[src/rtl/pe_seq_ctrl.sv]
// pe_seq_ctrl: sequencer for a single PE.
// Loads the ifmap, filter and psum-bias scratchpads from one input stream.
// Runs a 1-D stride-1 convolution row on the PE.
// Streams the finished psums out through a valid/ready port.
module pe_seq_ctrl #(
    parameter int DW      = 16,
    parameter int MAC_GAP = 2,
    parameter int RD_LAT  = 1
) (
    input  logic          clk,
    input  logic          rst,
    input  logic          start,
    input  logic [3:0]    cfg_s,
    input  logic [4:0]    cfg_nout,
    output logic          busy,
    output logic          done,
    output logic          err,
    input  logic [DW-1:0] in_data,
    input  logic          in_valid,
    output logic          in_ready,
    output logic [DW-1:0] out_data,
    output logic          out_valid,
    input  logic          out_ready,
    output logic          en,
    output logic [3:0]    addr_ifmap,
    output logic [7:0]    addr_filter,
    output logic [4:0]    addr_psum,
    output logic          wr_en_ifmap,
    output logic          wr_en_filter,
    output logic          wr_en_psum,
    output logic [DW-1:0] input_ifmap,
    output logic [DW-1:0] input_filter,
    output logic [DW-1:0] input_psum,
    input  logic [DW-1:0] output_psum
);

    localparam logic [3:0] ST_IDLE    = 4'd0;
    localparam logic [3:0] ST_LD_IF   = 4'd1;
    localparam logic [3:0] ST_LD_FL   = 4'd2;
    localparam logic [3:0] ST_LD_PS   = 4'd3;
    localparam logic [3:0] ST_MAC     = 4'd4;
    localparam logic [3:0] ST_GAP     = 4'd5;
    localparam logic [3:0] ST_RD_ADDR = 4'd6;
    localparam logic [3:0] ST_RD_WAIT = 4'd7;
    localparam logic [3:0] ST_OUT     = 4'd8;

    logic [3:0]    state;
    logic [3:0]    ifm_last;
    logic [3:0]    s_last;
    logic [3:0]    n_last;
    logic [3:0]    ld_cnt;
    logic [3:0]    o_cnt;
    logic [3:0]    k_cnt;
    logic [7:0]    gap_cnt;
    logic [7:0]    wait_cnt;
    logic [DW-1:0] out_q;
    logic          done_q;
    logic          err_q;

    logic [5:0]    cfg_sum;
    logic          cfg_bad;
    logic          beat;
    logic          mac_step;

    // Validate the requested geometry and decode the load handshake and MAC advance points.
    always_comb begin
        cfg_sum  = {1'b0, cfg_nout} + {2'b00, cfg_s};
        cfg_bad  = (cfg_s == 4'd0) || (cfg_nout == 5'd0) || (cfg_nout > 5'd16) || (cfg_sum > 6'd17);
        beat     = in_valid && in_ready;
        mac_step = ((state == ST_MAC) && (MAC_GAP == 1)) ||
                   ((state == ST_GAP) && (gap_cnt == 8'd1));
    end

    // Main sequencer; the MAC loop advance is applied after the state case so it covers both MAC and GAP.
    always_ff @(posedge clk) begin
        if (!rst) begin
            state    <= ST_IDLE;
            ifm_last <= '0;
            s_last   <= '0;
            n_last   <= '0;
            ld_cnt   <= '0;
            o_cnt    <= '0;
            k_cnt    <= '0;
            gap_cnt  <= '0;
            wait_cnt <= '0;
            out_q    <= '0;
            done_q   <= 1'b0;
            err_q    <= 1'b0;
        end else begin
            done_q <= 1'b0;
            err_q  <= 1'b0;
            case (state)
                ST_IDLE: begin
                    if (start) begin
                        if (cfg_bad) begin
                            err_q <= 1'b1;
                        end else begin
                            ifm_last <= 4'(cfg_sum - 6'd2);
                            s_last   <= cfg_s - 4'd1;
                            n_last   <= 4'(cfg_nout - 5'd1);
                            ld_cnt   <= '0;
                            o_cnt    <= '0;
                            k_cnt    <= '0;
                            state    <= ST_LD_IF;
                        end
                    end
                end
                ST_LD_IF: begin
                    if (beat) begin
                        if (ld_cnt == ifm_last) begin
                            ld_cnt <= '0;
                            state  <= ST_LD_FL;
                        end else begin
                            ld_cnt <= ld_cnt + 4'd1;
                        end
                    end
                end
                ST_LD_FL: begin
                    if (beat) begin
                        if (ld_cnt == s_last) begin
                            ld_cnt <= '0;
                            state  <= ST_LD_PS;
                        end else begin
                            ld_cnt <= ld_cnt + 4'd1;
                        end
                    end
                end
                ST_LD_PS: begin
                    if (beat) begin
                        if (ld_cnt == n_last) begin
                            ld_cnt <= '0;
                            state  <= ST_MAC;
                        end else begin
                            ld_cnt <= ld_cnt + 4'd1;
                        end
                    end
                end
                ST_MAC: begin
                    if (MAC_GAP > 1) begin
                        gap_cnt <= 8'(MAC_GAP - 1);
                        state   <= ST_GAP;
                    end
                end
                ST_GAP: begin
                    if (gap_cnt != 8'd1) begin
                        gap_cnt <= gap_cnt - 8'd1;
                    end
                end
                ST_RD_ADDR: begin
                    if (RD_LAT == 0) begin
                        out_q <= output_psum;
                        state <= ST_OUT;
                    end else begin
                        wait_cnt <= 8'(RD_LAT);
                        state    <= ST_RD_WAIT;
                    end
                end
                ST_RD_WAIT: begin
                    if (wait_cnt == 8'd1) begin
                        out_q <= output_psum;
                        state <= ST_OUT;
                    end else begin
                        wait_cnt <= wait_cnt - 8'd1;
                    end
                end
                ST_OUT: begin
                    if (out_ready) begin
                        if (o_cnt == n_last) begin
                            done_q <= 1'b1;
                            o_cnt  <= '0;
                            state  <= ST_IDLE;
                        end else begin
                            o_cnt <= o_cnt + 4'd1;
                            state <= ST_RD_ADDR;
                        end
                    end
                end
                default: state <= ST_IDLE;
            endcase

            if (mac_step) begin
                if (k_cnt == s_last) begin
                    k_cnt <= '0;
                    if (o_cnt == n_last) begin
                        o_cnt <= '0;
                        state <= ST_RD_ADDR;
                    end else begin
                        o_cnt <= o_cnt + 4'd1;
                        state <= ST_MAC;
                    end
                end else begin
                    k_cnt <= k_cnt + 4'd1;
                    state <= ST_MAC;
                end
            end
        end
    end

    // PE-side and stream outputs decoded from the state; out_valid depends only on state, never on out_ready.
    always_comb begin
        in_ready     = (state == ST_LD_IF) || (state == ST_LD_FL) || (state == ST_LD_PS);
        wr_en_ifmap  = (state == ST_LD_IF) && in_valid;
        wr_en_filter = (state == ST_LD_FL) && in_valid;
        wr_en_psum   = (state == ST_LD_PS) && in_valid;
        input_ifmap  = in_data;
        input_filter = in_data;
        input_psum   = in_data;
        en           = (state == ST_MAC);
        busy         = (state != ST_IDLE);
        out_valid    = (state == ST_OUT);
        out_data     = out_q;
        done         = done_q;
        err          = err_q;
        addr_ifmap   = '0;
        addr_filter  = '0;
        addr_psum    = '0;
        case (state)
            ST_LD_IF: addr_ifmap  = ld_cnt;
            ST_LD_FL: addr_filter = {4'd0, ld_cnt};
            ST_LD_PS: addr_psum   = {1'b0, ld_cnt};
            ST_MAC, ST_GAP: begin
                addr_ifmap  = o_cnt + k_cnt;
                addr_filter = {4'd0, k_cnt};
                addr_psum   = {1'b0, o_cnt};
            end
            ST_RD_ADDR, ST_RD_WAIT, ST_OUT: addr_psum = {1'b0, o_cnt};
            default: ;
        endcase
    end

endmodule
[config.mk]
export PLATFORM = sky130hd
export DESIGN_NAME = pe_seq_ctrl
export DESIGN_NICKNAME = d
export VERILOG_FILES = /design/src/rtl/pe_seq_ctrl.sv
export SDC_FILE = /design/constraint.sdc
export NUM_CORES = 1
export LEC_CHECK = 0
export CORE_ASPECT_RATIO = 1.4
export CORE_MARGIN = 10
export CORE_UTILIZATION = 55
export DETAILED_ROUTE_END_ITERATION = 16
export DONT_BUFFER_PORTS = 1
export HOLD_SLACK_MARGIN = 0.05
export PLACE_DENSITY_LB_ADDON = 0.12
export REMOVE_ABC_BUFFERS = 1
export SKIP_LAST_GASP = 1
export SLEW_MARGIN = 20
export SYNTH_ARGS = -nofsm -noshare
export SYNTH_HDL_FRONTEND = slang
export SYNTH_SLANG_ARGS = --single-unit
[constraint.sdc]
create_clock -name clk -period 2 [get_ports clk]
set_input_delay 0.1 -clock clk [delete_from_list [all_inputs] [get_ports clk]]
set_output_delay 0.1 -clock clk [all_outputs]
set_load 0.05 [all_outputs]
After elaboration in Yosys (flattened, before gate mapping)
Index checks and enable logic that the tools add are counted.
Widths: inputs -> output; s select.

word-level totals
  logic and storage cells = 133
  memories = 0
  memory bits (writable) = 0
  output and inout bits = 90
  bits in read-only memories = 0
  flip-flop bits (word level) = 62
  input port bits = 46
  latch bits = 0

operators by class
  shifts and indexed selects = 0
  div/mod/pow operators = 0
  muxes and demuxes = 43
  equal/unequal tests = 35
  add/sub/neg operators = 10
  bitwise gates (word level) = 1
  multiply operators = 0
  reductions and logical operators = 30
  order comparisons = 2

operators by type and width
  kind                 number
  $mux 4               29
  $pmux 4 s9           1
  $pmux 4 s2           4
  $pmux 8 s2           2
  $ne 3x3->1 const B   9
  $eq 4x4->1           5
  $eq 4x3->1 const B   4
  $eq 8x1->1 const B   2
  $mux 8               2
  $pmux 4 s4           1
  $sub 8x1->8 const B  2
  $ne 2x2->1 const B   7
  $add 4x1->4 const B  3
  $reduce_and 3->1     4
  $reduce_and 11->1    1
  $eq 4x2->1 const B   2
  $logic_not 4->1      2
  $ne 8x1->1 const B   1
  $reduce_bool 2->1    4
  $reduce_bool 4->1    2
  $sub 4x1->4 const B  2
  $add 5x4->6          1
  $gt 6x5->1 const B   1
  $reduce_and 2->1     3
  other kinds (17)     27

Depth between registers and ports, before layout
Gate-level depths: netlist of run 1.

  depth in word-level cells = 9
  mapped depth = 9
  depth with buffers taken out = 8

Worst setup path before layout of run 1
OpenSTA, ideal clock, no wires.

  path type = flip-flop to output port
  start = register state[1]
  end = output port addr_psum[0]
  data arrival time = 2123 ps
  required time = 1900 ps
  stages on the path, launching flop included = 6
  path buffers = 1
  setup slack = -223 ps
  cell sequence = dfxtp_1 buf_1 nand2_1 nor2_1 a22oi_1 o21ai_0

on the way
  cells in the longest elaborated chain, start to end = 3

RTL lines
  item                                      line  text
  from (decl)                               47    logic [3:0] state;
  from (signal assigned)                    77    state <= ST_IDLE;
  from (signal assigned)                    104   state <= ST_LD_IF;
  from (signal assigned)                    112   state <= ST_LD_FL;
  $eq 4x4->1 or $eq 4x3->1 (tied branches)  217   case (state)
  $reduce_or 5->1 (no source line)          --
  $pmux 4 s2 *                              217
  to (decl)                                 27    output logic [4:0] addr_psum,

Mark *: on every way between the ends. The rest lies on a longest branch, timed or not.

Final worst setup path of run 1
  start = register o_cnt[2]
  end = output port addr_ifmap[3]

on the way
  cells in the longest elaborated chain, start to end = 2

RTL lines
  item                    line  text
  from (decl)             52    logic [3:0] o_cnt;
  from (signal assigned)  173   o_cnt <= o_cnt + 4'd1;
  from (signal assigned)  188   o_cnt <= o_cnt + 4'd1;
  $add 4x4->4             222   addr_ifmap = o_cnt + k_cnt;
  $pmux 4 s2              217
  to (decl)               25    output logic [3:0] addr_ifmap,

No other way between the ends.

==> results by group, run 1 <==
Setup path
  • Buf/Inv on CP: 1
  • Worst setup path endpoint: addr_ifmap[3]
  • Cells traversed along the worst timing path: ha_1 -> a21oi_1 -> xnor2_1 -> a22o_1 -> buf_12
  • Critical Path Start: o_cnt[2]$_SDFF_PN0_
  • Largest delay share family, worst path: flip-flops
  • Startpoint type of the worst setup path: register
  • Data required, critical path: roughly 1.9 ns
  • Delay of the slowest cell on the worst path: 0.56 ns
  • Slowest-stage cell, CP: sky130_fd_sc_hd__dfxtp_1
  • Crit Reg-Reg Startpoint: gap_cnt[2]$_SDFFE_PN0P_
  • FF-to-FF path depth: 7
  • Worst-path fanout max: 8
  • Startpoint-to-endpoint class of the critical path: register to primary output
  • Endpoint class of the critical path: primary output
  • Register-to-Register Setup Slack: slightly below 0.009 ns
  • Data arrival, critical path: about 1.9 ns
  • R2R Path End: o_cnt[2]$_SDFF_PN0_
  • Count of cell instances traversed by the critical path: 5

Global routing
  • Global Route met2 Usage: a little over a third
  • Global-route wire length before repair: about 19 mm
  • Met3 Use GR: between 9 and 10%
  • Gr ovfl total: 0
  • GRT busiest layer: met2
  • GR met1 Demand/Resource: a little over a fifth
  • Maximum number of pins on one net before global-route repair: between 60 and 70
  • Global routing usage summed across all routing layers: 20.8%
  • Vias in the first global route: between 3k and 4k
  • Initial antenna violation count: 0

Run status
  • Outcome: finished clean

Logic synthesis
  • Synthesized-area fraction occupied by ao, oa, aoi and oai cells: 18.2%
  • Count of unique library cells instantiated by Yosys: just under 70
  • Post-synthesis async set-or-reset flop share: 0%
  • Primary FF master, synth: sky130_fd_sc_hd__dfxtp_1
  • Main combinational cell family by area after synthesis: simple AND/OR/NAND/NOR gates
  • Area share of xor/xnor cells in the synthesized design: under 10%
  • Seq/Total Area, Yosys: 30.1%
  • Adder and majority gate portion of the synthesized area: approximately 6%
  • Cells after synthesis: 501
  • Portion of netlist area occupied by mux cells: under 10%
  • Synthesized-area fraction occupied by and/or/nand/nor cells: between 20% and 30%
  • Average cell area after synthesis: between 8 and 9 um^2
  • Synth warn: 0
  • EDFF count, synth: 0
  • Cell area after technology mapping: a little over 4000 um^2
  • FF+latch count, synth: 62

Clocking
  • H-tree levels: 3
  • Sinks on Clock Net: 62
  • Clock latency of the later-clocked register in the worst-skew pair: about 0.35 ns
  • Maximum count of clock buffers along a single path: 2
  • Number of buffers created by CTS: 9
  • Clock root cell: sky130_fd_sc_hd__clkbuf_8
  • Clock-pin slew on the worst setup and hold paths: approximately 0.07 ns
  • Clock tree from TritonCTS: built

Pwr
  • Total chip power: ~4000 uW
  • Share of total power in sequential cells: around 36%
  • Switching Share: a little over a third
  • Cell Pwr Density: roughly 750 nW/um^2
  • Maximum VDD drop: 0.000555 V
  • Total leakage power: about 0.0023 uW
  • P_int: about 2500 uW
  • Combinational fraction of design power: between 30% and 40%
  • Switching power: approximately 1400 uW
  • Proportion of power drawn by the clock network: ~28%

Routing
  • Number of remaining DRC errors: 0
  • Vias after detailed routing: approximately 3.7k
  • Starting DRT DRC Count: 120
  • Number of iterations in the first detailed-routing pass: 4
  • Number of nets with antenna violations after detailed routing: 0
  • Routed wire length per instance: ~18 um
  • Overall routed net length: between 10 and 15 mm
  • Via density per instance: about 5.6

Final layout
  • Share of post-route cells with drive strength above 1: between 20 and 30%
  • Number of inserted diodes: 0
  • Signed area change from the synthesized netlist to the final layout: 27.4%
  • Final standard cell area without fillers: ~5300 um^2
  • Filler instances: between 500 and 600
  • Post-layout net count: a little over 600
  • Share of the core filled with cells in the final layout: between 70% and 80%

Placed design
  • Port bufs: 0
  • Cell Area, Placed: 4550 um^2
  • Detailed-placement wirelength estimate: approximately 8.7 mm
  • Final GP Congestion: ~0.84
  • Pre-CTS worst setup slack: -0.272 ns

Timing
  • Setup repair after global routing missed its margin: yes
  • Final Max Slew Viols: 0
  • Setup skew after layout: 0.00509 ns
  • Normalized max-slew margin: ~65%
  • Worst Max-Slew Pin Slew: around 0.53 ns
  • Post-layout worst setup margin: 0.00874 ns
  • Setup Viol. Count Final: 0
  • Post-layout min period: ~2 ns
  • Peak clock frequency supported by timing: roughly 500 MHz
  • Ratio of final minimum period to clock period: between 90% and 100%
  • Final number of hold-violating endpoints: 0

Die
  • Die Y-Extent: approximately 120 um
  • Area of the core region: between 7000 and 8000 um^2
  • Die Span X: 93.2 um
  • Starting Density: around 56%
  • Die footprint: roughly 11000 um^2
  • Floorplan row count: 37
  • IO Pins: 136

Hold path
  • Hold_sp: rst
  • Path class of the lowest-slack min-delay path: input port to register

Flow run
  • Max-cap check violation count: 0
[final cells by class]
type                       count  area (um^2)  area share, %
clock buffer                  10          128           2.43
sequential                    62         1260           24.0
inverter                      11         41.3          0.785
timing repair buffer         116         1160           22.1
tap                           97          121           2.31
multi-input combinational    352         2480           47.2
clock inverter                 6         62.6           1.19
[routing by layer]
| metal | vias up | wire length, um |
|---|---|---|
| met5 | - | 52 |
| met4 | 3 | 310 |
| met3 | 28 | 963 |
| met2 | 128 | 5920 |
| met1 | 1712 | 4570 |
| li1 | 1799 | - |
[timing repair]
item / in CTS / in global routing
pin swaps: 1 / 5
setup endpoints to repair: 12 / 58
resized for setup: 9 / 40
buffers inserted: 1 / 4
hold buffers: 30 / 0
endpoints found under the hold margin: 43 / 0
[how the worst min path moves through the flow]
stage | to | slack, ns | depth (start not counted)
after floorplan | input_filter[0] | 0.20 | 0
after global placement | input_ifmap[13] | 0.20 | 0
final | gap_cnt[2]$_SDFFE_PN0P_ | 0.06 | 2
after detailed placement | input_ifmap[13] | 0.20 | 0
after CTS | gap_cnt[3]$_SDFFE_PN0P_ | 0.05 | 2
after global routing | gap_cnt[5]$_SDFFE_PN0P_ | 0.09 | 2
[state kept, by name (all words and copies together) (netlist names)]
| signal | cells |
|---|---|
| done | 1 |
| err | 1 |
| gap_cnt | 8 |
| ifm_last | 4 |
| k_cnt | 4 |
| ld_cnt | 4 |
| n_last | 4 |
| o_cnt | 4 |
| out_data | 16 |
| s_last | 4 |
| state | 4 |
| wait_cnt | 8 |
[kinds of logic (layout without fill, tap and decap cells)]
logic type,Yosys count,after routing
XOR/XNOR,39,39
AO/OA/AOI/OAI,104,104
other,1,5
multiplexers,5,5
adder cells (fa/ha/maj),19,19
flip-flops,62,62
AND/OR/NAND/NOR,180,180
buffers and inverters,91,143
[through the flow]
step	hold WS, ns	setup TNS [ns]	std cells
6_report	0.0597	0	654
5_1_grt	0.0947	-0.466	654
4_1_cts	0.0512	-0.00911	650
3_5_place_dp	0.201	-4.56	603
3_3_place_gp	0.201	-3.91	603
2_1_floorplan	0.200	-13.02	425
[power by group through the flow]
stage / Clock, uW / Sequential, uW / Combinational [uW]
5_1_grt: 1150 / 1430 / 1560
6_report: 1090 / 1420 / 1440
3_5_place_dp: 0 / 1440 / 1260
3_3_place_gp: 0 / 1440 / 1240
4_1_cts: 1110 / 1410 / 1380
2_1_floorplan: 0 / 1450 / 702
[placed cells by master (no fill, tap or decap), types with 8 or more instances in the layout]
master                           n
sky130_fd_sc_hd__a21oi_1         8
sky130_fd_sc_hd__a22o_1          9
sky130_fd_sc_hd__buf_12         15
sky130_fd_sc_hd__buf_4          68
sky130_fd_sc_hd__clkbuf_8        9
sky130_fd_sc_hd__dfxtp_1        51
sky130_fd_sc_hd__dfxtp_2         9
sky130_fd_sc_hd__dlygate4sd3_1  29
sky130_fd_sc_hd__ha_1           16
sky130_fd_sc_hd__inv_1          10
sky130_fd_sc_hd__nand2_1        52
sky130_fd_sc_hd__nand3_1        29
sky130_fd_sc_hd__nor2_1         33
sky130_fd_sc_hd__o21ai_0        30
sky130_fd_sc_hd__xnor2_1        16
sky130_fd_sc_hd__xor2_1         23
[cells in the mapped netlist, drive strengths merged (3+ instances only)]
cell,instances,area [um^2]
o211ai,3,27.5
inv,11,41.3
o211a,6,60.1
and2,7,43.8
nand2b,4,25.0
a22o,10,88.8
nor3b,5,42.5
clkbuf,14,52.6
nor3,13,75.1
o21ai,40,200
xor2,23,201
or3,4,26.3
nor2b,7,43.8
nand3,31,155
and3,3,18.8
nand3b,4,33.8
a21o,3,22.5
nor4b,3,47.5
mux2i,3,30.0
xnor2,16,140
o21a,6,45.0
ha,17,213
dfxtp,62,1240
o41ai,3,26.3
buf,66,460
a22oi,4,30.0
nor2,34,128
a21oi,9,56.3
nand2,54,203
Power figures use the tool's default switching activity.
==> run 2: changes to the inputs <==
Clock period 2 ns to 1.7 ns, I/O delays scaled along.
==> run 2 against run 1 <==
The flow now finishes with violations (negative setup slack); register-to-register slack got worse by 0.57 ns; core utilization up 19 points; global-route usage rose by 6.6 points; non-clock buffer count grew 86; worst setup slack got worse by 0.57 ns; wire length rose by 78%; highest routed layer unchanged; cell area increased by 26%; sequential power up 19%; first-iteration DRC count grew to 4.4 times the previous value; worst hold slack better by 0.013 ns; clock skew up 0.017 ns; critical path type is now register to register; power increased by 39%.
==> results by group, run 2 (same netlist as run 1, synthesis figures left out) <==
Run status
  • Outcome: finished, violations left (was finished clean)
  • Violated checks: negative setup slack

Timing
  • Normalized max-slew margin: 63.0% (was 64.9%)
  • Post-layout worst setup margin: -0.566 ns (was 0.00874 ns)
  • Worst Hold Slack: 0.0726 ns (was 0.0597 ns)
  • Setup repair after global routing missed its margin: yes (unchanged)
  • Final TNS setup: -20.27 ns (was 0 ns)
  • Setup skew after layout: 0.0225 ns (was 0.00509 ns)
  • Worst Max-Slew Pin Slew: 0.555 ns (was 0.526 ns)
  • Final Max Slew Viols: 0 (unchanged)
  • Final number of hold-violating endpoints: 0 (unchanged)
  • Peak clock frequency supported by timing: between 400 and 500 MHz
  • Setup Viol. Count Final: 71 (was 0)
  • Ratio of final minimum period to clock period: 133%
  • Post-layout min period: approximately 2.3 ns

Routing
  • Number of nets with antenna violations after detailed routing: 0 (unchanged)
  • Overall routed net length: 21.0 mm (was 11.8 mm)
  • Starting DRT DRC Count: 533 (was 120)
  • Vias after detailed routing: 4943 (was 3670)
  • Number of remaining DRC errors: 0 (unchanged)
  • Via density per instance: 6.68 (was 5.61)
  • Number of iterations in the first detailed-routing pass: 6 (was 4)
  • Routed wire length per instance: 28.4 um (was 18.1 um)

Clocking
  • Number of buffers inserted for hold repair after clock tree synthesis: 27 (was 30)
  • Maximum count of clock buffers along a single path: 2 (unchanged)
  • Clock root cell: sky130_fd_sc_hd__clkbuf_8 (unchanged)
  • Sinks on Clock Net: 62 (unchanged)
  • H-tree levels: 3 (unchanged)
  • Number of buffers created by CTS: 9 (unchanged)
  • Clock latency of the later-clocked register in the worst-skew pair: 0.37 ns (was 0.35 ns)
  • Clock tree from TritonCTS: built (unchanged)
  • Clock-pin slew on the worst setup and hold paths: 0.08 ns (was 0.07 ns)

Global routing
  • Global routing usage summed across all routing layers: 27.4% (was 20.8%)
  • Global-route wire length before repair: 24.4 mm (was 18.9 mm)
  • Gr ovfl total: 0 (unchanged)
  • Vias in the first global route: 4590 (was 3765)
  • Maximum number of pins on one net before global-route repair: 71 (was 66)
  • Initial antenna violation count: 0 (unchanged)

Die
  • Die footprint: 11400 um^2 (unchanged)
  • IO Pins: 136 (unchanged)
  • Starting Density: 56.4% (unchanged)
  • Die Y-Extent: 123 um (unchanged)
  • Die Span X: 93.2 um (unchanged)
  • Floorplan row count: 37 (unchanged)
  • Area of the core region: 7310 um^2 (unchanged)

Final layout
  • Most common cell after layout, fill and taps aside: sky130_fd_sc_hd__buf_4 (unchanged)
  • Final standard cell area without fillers: 6630 um^2 (was 5260 um^2)
  • Max FFs per register: 16 (unchanged)
  • Number of inserted diodes: 0 (unchanged)
  • Top library cells by usage in the layout, fill and taps aside: sky130_fd_sc_hd__buf_4 (124), sky130_fd_sc_hd__dfxtp_1 (46), sky130_fd_sc_hd__nand2_1 (44) (was sky130_fd_sc_hd__buf_4 (68), sky130_fd_sc_hd__nand2_1 (52), sky130_fd_sc_hd__dfxtp_1 (51))
  • Post-layout net count: 703 (was 617)
  • Share of post-route cells with drive strength above 1: 49.0% (was 28.2%)
  • Signed area change from the synthesized netlist to the final layout: 60.6% (was 27.4%)

Setup path
  • Worst-path fanout max: 3 (was 8)
  • Largest delay share family, worst path: compound AO/OA/AOI/OAI gates (was flip-flops)
  • Count of cell instances traversed by the critical path: 8 (was 5)
  • Delay of the slowest cell on the worst path: 0.45 ns (was 0.56 ns)
  • Startpoint-to-endpoint class of the critical path: register to register (was register to primary output)
  • Data required, critical path: 1.91 ns (was 1.90 ns)
  • Buf/Inv on CP: 3 (was 1)
  • Cells traversed along the worst timing path: xor2_1 -> o41ai_2 -> nand3_2 -> buf_6 -> buf_6 -> buf_4 -> o311ai_1 -> o21ai_1 (was ha_1 -> a21oi_1 -> xnor2_1 -> a22o_1 -> buf_12)
  • Most prevalent standard cell on the critical path: sky130_fd_sc_hd__buf_6
  • FF-to-FF path depth: 8 (was 7)
  • Startpoint type of the worst setup path: register (unchanged)
  • Endpoint class of the critical path: register (was primary output)
  • Data arrival, critical path: 2.48 ns (was 1.89 ns)
  • Slowest-stage cell, CP: sky130_fd_sc_hd__dfxtp_1 (unchanged)

Placed design
  • Detailed-placement wirelength estimate: 9.18 mm (was 8.68 mm)
  • Pre-CTS worst setup slack: -0.614 ns (was -0.272 ns)
  • Final GP Congestion: 0.853 (was 0.838)
  • Cell Area, Placed: 4910 um^2 (was 4550 um^2)
  • Port bufs: 0 (unchanged)

Pwr
  • Cell Pwr Density: 826 nW/um^2 (was 751 nW/um^2)
  • Total leakage power: 0.00301 uW (was 0.00235 uW)
  • Maximum VDD drop: 0.000752 V (was 0.000555 V)
  • Total chip power: 5480 uW (was 3950 uW)

Hold path
  • Worst hold path depth: 3 (was 2)
  • Path class of the lowest-slack min-delay path: input port to register (unchanged)

Flow run
  • Max-cap check violation count: 0 (unchanged)
-- run 2: layout make-up --
cell class / count / area [um^2]
Clock inverter: 6 / 38.8
Timing Repair Buffer: 202 / 2030
Tap cell: 97 / 121
Fill cell: 273 / 684
Sequential cell: 62 / 1290
Multi-Input combinational cell: 352 / 2990
Inverter: 11 / 41.3
Clock buffer: 10 / 128
-- run 2: path summary, 6_finish.rpt --
kind	from	to	slack [ns]
worst max-delay path	ifm_last[2]$_SDFFE_PN0P_	state[0]$_SDFFE_PN0P_	-0.57
worst min-delay path	rst	k_cnt[3]$_SDFFE_PN0P_	0.07
worst max register to register	ifm_last[2]$_SDFFE_PN0P_	state[0]$_SDFFE_PN0P_	-0.57
worst min register to register	out_data[2]$_SDFFE_PN0P_	out_data[2]$_SDFFE_PN0P_	0.48
-- run 2: what timing repair did --
| action | in CTS | in global routing |
|---|---|---|
| endpoints found under the setup margin | 75 | 75 |
| pin swaps | 48 | 49 |
| hold endpoints to repair | 55 | 3 |
| gates resized for setup | 117 | 92 |
| setup buffers | 22 | 24 |
| gates cloned | 4 | 2 |
-- run 2: report_power, final --
| group | internal [uW] | leakage [uW] | switching (uW) |
|---|---|---|---|
| Sequential | 1540 | 0.000512 | 151 |
| Clock | 525 | 0.0000820 | 703 |
| Combinational | 1160 | 0.00242 | 1400 |
-- run 2: layer usage --
metal	vias to the layer above	track usage, %	share of wire, %
met1	2293	27.4	33
met3	178	10.6	11
li1	1966	-	-
met5	-	3.51	0.16
met4	2	17.2	8.3
met2	504	46.6	47
-- run 2: stage by stage --
step,utilization [%],std cells
3_3_place_gp,67.1,649
5_1_grt,90.6,740
6_report,90.6,740
4_1_cts,82.9,716
3_5_place_dp,67.1,649
2_1_floorplan,-,425
-- run 2: worst min-delay path, cell delays in order --
cell,delay [ns]
sky130_fd_sc_hd__nand2_4,0.05
sky130_fd_sc_hd__nor2_4,0.04
sky130_fd_sc_hd__a21bo_2,0.21
